$ cat config.mk
export PLATFORM = sky130hd
export DESIGN_NAME = pipe_rca_adder
export DESIGN_NICKNAME = d
export VERILOG_FILES = /design/src/rtl/pipe_rca_pkg.sv /design/src/rtl/pipe_rca_slice.sv /design/src/rtl/pipe_rca_adder.sv
export SDC_FILE = /design/constraint.sdc
export NUM_CORES = 1
export LEC_CHECK = 0
export ABC_AREA = 1
export BUFFER_PORTS_ARGS = -buffer_cell sky130_fd_sc_hd__clkbuf_2
export CORE_AREA = 8 8 93 95
export CTS_BUF_LIST = sky130_fd_sc_hd__clkbuf_4
export DETAILED_ROUTE_END_ITERATION = 6
export DIE_AREA = 0 0 101 103
export HOLD_SLACK_MARGIN = 0.08
export MAX_ROUTING_LAYER = met4
export PLACE_DENSITY = 0.83
export SYNTH_ARGS = -nofsm -noshare
export SYNTH_HDL_FRONTEND = slang
export SYNTH_HIERARCHICAL = 1
export SYNTH_SLANG_ARGS = --single-unit
$ cat constraint.sdc
create_clock -name clk -period 4.3 [get_ports clk]
set_input_delay 0.86 -clock clk [delete_from_list [all_inputs] [get_ports clk]]
set_output_delay 0.86 -clock clk [all_outputs]
set_load 0.02 [all_outputs]
$ cat src/rtl/pipe_rca_pkg.sv
// pipe_rca_pkg: shared constants and parameter helpers for the pipelined ripple-carry adder
package pipe_rca_pkg;
  localparam int DEF_WIDTH = 16;
  localparam int DEF_STAGES = 4;
  function automatic int slice_width(input int w, input int s);
    return (s > 0) ? w / s : 1;
  endfunction
  function automatic bit params_ok(input int w, input int s);
    return (s >= 1) && (s <= w) && (w % s == 0);
  endfunction
endpackage

$ cat src/rtl/pipe_rca_slice.sv
// pipe_rca_slice: SW-bit combinational ripple of 1-bit full adders
//   i_a, i_b : slice operands      i_cin  : carry into bit 0
//   o_sum    : slice sum           o_cout : carry out of the slice MSB
module pipe_rca_slice #(
  parameter int SW = 4
) (
  input  logic [SW-1:0] i_a,
  input  logic [SW-1:0] i_b,
  input  logic          i_cin,
  output logic [SW-1:0] o_sum,
  output logic          o_cout
);
  logic [SW:0] w_c;
  assign w_c[0] = i_cin;
  for (genvar i = 0; i < SW; i++) begin : g_fa
    assign o_sum[i]  = i_a[i] ^ i_b[i] ^ w_c[i];
    assign w_c[i+1]  = (i_a[i] & i_b[i]) | (w_c[i] & (i_a[i] ^ i_b[i]));
  end
  assign o_cout = w_c[SW];
endmodule

$ cat src/rtl/pipe_rca_adder.sv
// pipe_rca_adder: STAGES-deep pipelined ripple-carry adder with valid/ready handshake
//   clk, rst            : clock, asynchronous active-high reset
//   in_valid/in_ready   : operand handshake (a, b, cin; in_sub when PIPE_RCA_ADDER_SUB_EN)
//   out_valid/out_ready : result handshake (sum, cout, ovf)
//   PIPE_RCA_ADDER_SUB_EN adds in_sub: 1 computes a - b as a + ~b + 1, ignoring cin
module pipe_rca_adder
  import pipe_rca_pkg::*;
#(
  parameter int WIDTH  = DEF_WIDTH,
  parameter int STAGES = DEF_STAGES
) (
  input  logic             clk,
  input  logic             rst,
  input  logic             in_valid,
  output logic             in_ready,
  input  logic [WIDTH-1:0] a,
  input  logic [WIDTH-1:0] b,
  input  logic             cin,
`ifdef PIPE_RCA_ADDER_SUB_EN
  input  logic             in_sub,
`endif
  output logic             out_valid,
  input  logic             out_ready,
  output logic [WIDTH-1:0] sum,
  output logic             cout,
  output logic             ovf
);
  localparam int SW = slice_width(WIDTH, STAGES);
  if (!params_ok(WIDTH, STAGES)) begin : g_bad_params
    $error("pipe_rca_adder: WIDTH must be a nonzero multiple of STAGES, STAGES in 1..WIDTH");
  end
  logic             w_stall;
  logic [WIDTH-1:0] w_b0;
  logic             w_c0;
`ifdef PIPE_RCA_ADDER_SUB_EN
  assign w_b0 = in_sub ? ~b : b;
  assign w_c0 = in_sub | cin;
`else
  assign w_b0 = b;
  assign w_c0 = cin;
`endif
  assign w_stall  = out_valid & ~out_ready;
  assign in_ready = ~w_stall;
  // Stage k consumes the low slice of its operand source and forwards only the
  // still-unused upper slices; the finished sum slices grow by SW per stage.
  for (genvar k = 0; k < STAGES; k++) begin : g_st
    localparam int IW = WIDTH - k * SW;
    logic [IW-1:0]         w_a, w_b;
    logic [SW-1:0]         w_ss;
    logic [(k+1)*SW-1:0]   w_sn, r_s;
    logic                  w_c, w_v, w_co, r_c, r_v;
    if (k == 0) begin : g_src
      assign w_a  = a;
      assign w_b  = w_b0;
      assign w_c  = w_c0;
      assign w_v  = in_valid;
      assign w_sn = w_ss;
    end else begin : g_src
      assign w_a  = g_st[k-1].g_op.r_a;
      assign w_b  = g_st[k-1].g_op.r_b;
      assign w_c  = g_st[k-1].r_c;
      assign w_v  = g_st[k-1].r_v;
      assign w_sn = {w_ss, g_st[k-1].r_s};
    end
    pipe_rca_slice #(.SW(SW)) u_slice (
      .i_a    (w_a[SW-1:0]),
      .i_b    (w_b[SW-1:0]),
      .i_cin  (w_c),
      .o_sum  (w_ss),
      .o_cout (w_co)
    );
    always_ff @(posedge clk or posedge rst)
      if (rst) begin
        r_v <= 1'b0;
        r_c <= 1'b0;
        r_s <= '0;
      end else if (!w_stall) begin
        r_v <= w_v;
        r_c <= w_co;
        r_s <= w_sn;
      end
    if (k < STAGES - 1) begin : g_op
      logic [IW-SW-1:0] r_a, r_b;
      always_ff @(posedge clk or posedge rst)
        if (rst) begin
          r_a <= '0;
          r_b <= '0;
        end else if (!w_stall) begin
          r_a <= w_a[IW-1:SW];
          r_b <= w_b[IW-1:SW];
        end
    end else begin : g_last
      logic r_o;
      // carry into the MSB is recovered as a ^ b ^ sum at that bit
      always_ff @(posedge clk or posedge rst)
        if (rst) r_o <= 1'b0;
        else if (!w_stall) r_o <= w_co ^ w_a[SW-1] ^ w_b[SW-1] ^ w_ss[SW-1];
    end
  end
  assign out_valid = g_st[STAGES-1].r_v;
  assign sum       = g_st[STAGES-1].r_s;
  assign cout      = g_st[STAGES-1].r_c;
  assign ovf       = g_st[STAGES-1].g_last.r_o;
endmodule
==> flow_metrics.tcl <==
set metrics [dict create \
    slew_viol_final 0 \
    cp-start-kind "flip-flop" \
    slowest_stage "dfrtp_1" \
    cap_violations 0 \
    crit_top_cell "inv_1" \
    synth_flop_cell "dfrtp_1" \
    grt_overflow 0 \
    r2r_cells 14 \
    reg2reg_slack_ps 1800 \
    synthesis.nets 506 \
    synth_area_leaders "dfrtp_1 59%, nand2_1 16%, fa_1 7.7%, o21ai_0 7.0%, inv_1 6.7%" \
    worst_pin_slew_ps 865 \
    cts_max_path_buffers 2 \
    nets 556 \
    multi_input_area_mm2 0.00132 \
    ir_drop_uv 240 \
    cts_resized 0 \
    core_mm2 0.00714 \
    gp_congestion 0.749 \
    final_cell_mix "182 x nand2_1, 97 x dfrtp_1, 73 x inv_1" \
    min_path_type "flip-flop to flip-flop" \
    register_area_mm2 0.00243 \
    row_count 31 \
    drc_errors 0 \
    post-cts-setup-buffers 0 \
    synth_edf_count 0 \
    grt_max_degree 98 \
    drt_iter0_markers 109 \
    wl_mm 7.27 \
    r2r-start "g_st[2].g_op.r_a[0]$_DFFE_PP0N_" \
    worst_ep_required_time_ps 4680 \
    synth_top_area_frac 0.586 \
    syn_area_mm2 0.00414 \
    min_period_ps 2500 \
    final_common_cell "nand2_1" \
    fp.dieH_um 103 \
    h-tree-depth 3 \
    fin_crit_sh 0.580 \
    n_fill_cell 628 \
    ys_types 14 \
    setup_viol 0 \
    die_area_mm2 0.0104 \
    worstSetupPathType "flip-flop to flip-flop" \
    hold_viol 0 \
    ys_ff_latch 97 \
    yosys.area.top_type "dfrtp_1" \
    cts_tree "built" \
    dp_hpwl_mm 4.99 \
    hold_path_end "g_st[2].g_op.r_a[2]$_DFFE_PP0N_" \
    vias_per_cell 4.71 \
    clock_skew_ps 17.2 \
    grt_antenna_before_repair 0 \
    clk_pin_slew_ps 150 \
    io_buffers 56 \
    hold_depth 2 \
    power.density_mw_per_mm2 679 \
    worstHoldStart "g_st[1].g_op.r_a[6]$_DFFE_PP0N_" \
    rsz0062_at_grt "false" \
    ys_async_sr_fraction 1.00 \
    diodes 0 \
    ant_nets 0 \
    top_level_ports 57 \
    root_buffer "clkbuf_4" \
    cts_hold_repair.buffers 0 \
    cts_buffers 9 \
    grt.total_usage 0.161 \
    r2r_end "ovf$_DFFE_PP0N_" \
    worstSkewPairLatency_ps 430 \
    hold_ws_ps 476 \
    die_width_um 101 \
    detail_route.wl_per_cell_um 12.0 \
    grt_first_pass_wirelength_mm 12.8 \
    cp_max_fo 3 \
    vias 2862 \
    start_util 0.581 \
    status "finished, final reports clean" \
    crit_arrival_ps 2880 \
    final_layout_size_suffix_gt1_frac 0.156 \
    synth_seq_area_share 0.586 \
    area_delta_synth_final_pct 10.4 \
    crit_path_cell_trace "fa_1 -> inv_1 -> fa_1 -> inv_1 -> fa_1 -> inv_1 -> fa_1 -> inv_1 -> inv_1 -> nand2_1 -> nand2_1 -> nand2_1 -> nand3_1 -> nand2_1" \
    power_w 0.00311 \
    critical_path.endpoint_type "flip-flop" \
    grt_pass1_vias 3036 \
    leakage_nw 2.54 \
    yosysWarningCount 6 \
    syn_inst 453 \
    tns_ps 0 \
    critPathMaxStageDelay_ps 420 \
    max_freq_mhz 401 \
    slew_headroom 0.423 \
    first_pass_iters 4 \
    cts_num_sinks 97 \
    syn_area_per_cell_um2 9.15 \
]
layer usage:
layer	vias up	global-route usage	routed length, µm
met3	11	0.0243	200
li1	1438	-	-
met4	0	0.0802	138
met5	-	-	0
met1	1357	0.175	3280
met2	56	0.285	3650
stage by stage:
step / worst slack, ps / area [µm²] / std cells / util
after floorplan: 906 / 4140 / 453 / -
after CTS: 1790 / 4580 / 607 / 0.641
final: 1800 / 4580 / 607 / 0.641
after detailed placement: 1500 / 4460 / 591 / 0.625
after global routing: 1640 / 4580 / 607 / 0.641
after global placement: 1560 / 4460 / 591 / 0.625
kinds of logic after synthesis:
kind of cell    Yosys count  synth area share
buf+inv                  95            0.0948
simple gates            187             0.172
flops                    97             0.586
fa+ha+maj                16            0.0773
compound gates           58            0.0700
synth_stat cells, types with 2 or more instances:
| library cell | count |
|---|---|
| fa_1 | 16 |
| buf_2 | 8 |
| buf_6 | 3 |
| inv_1 | 74 |
| nand2_1 | 182 |
| nor2_1 | 2 |
| o21ai_0 | 58 |
| dfrtp_1 | 97 |
| clkbuf_1 | 8 |
flip-flops by register name (all words and copies together), names as in the netlist:
register and flops:
ovf 1, g_st.g_op.r_b 24, cout 1, g_st.g_op.r_a 24
g_st.r_s 24, g_st.r_c 3, g_st.r_v 3, sum 16
out_valid 1
report_power, final:
| group | internal (W) | leakage (nW) | switching [W] | total [W] |
|---|---|---|---|---|
| registers | 0.00130 | 1.18 | 0.000204 | 0.00151 |
| logic | 0.000414 | 1.29 | 0.000771 | 0.00118 |
| clock network | 0.000132 | 0.0706 | 0.000284 | 0.000416 |
final cells by class:
type                            count  share of cell area
Sequential cell                    97               0.530
Inverter                           75              0.0621
Clock buffer                       11              0.0180
Multi-Input combinational cell    261               0.289
Clock inverter                      5             0.00711
Timing Repair Buffer               59              0.0662
Tap cell                           99              0.0271
critical path, delay by kind of cell, from the launching register on:
family,cells,cell delay [ps]
adders and majority gates,4,1340
buffers and inverters,5,390
DFF,1,420
and+or+nand+nor,5,320
how the worst max path moves through the flow:
stage                     slack [ps]                       startpoint                         end  cells after the start
final                           1800  g_st[2].g_op.r_a[0]$_DFFE_PP0N_             ovf$_DFFE_PP0N_                     14
after floorplan                  910                              rst            cout$_DFFE_PP0N_                      1
after CTS                       1790  g_st[2].g_op.r_a[0]$_DFFE_PP0N_             ovf$_DFFE_PP0N_                     14
after global routing            1640  g_st[2].g_op.r_a[0]$_DFFE_PP0N_             ovf$_DFFE_PP0N_                     14
after detailed placement        1500                             a[0]  g_st[0].r_s[3]$_DFFE_PP0N_                     11
after global placement          1560                             a[0]  g_st[0].r_s[3]$_DFFE_PP0N_                     11
No activity file was read; power rests on OpenSTA's default activity.
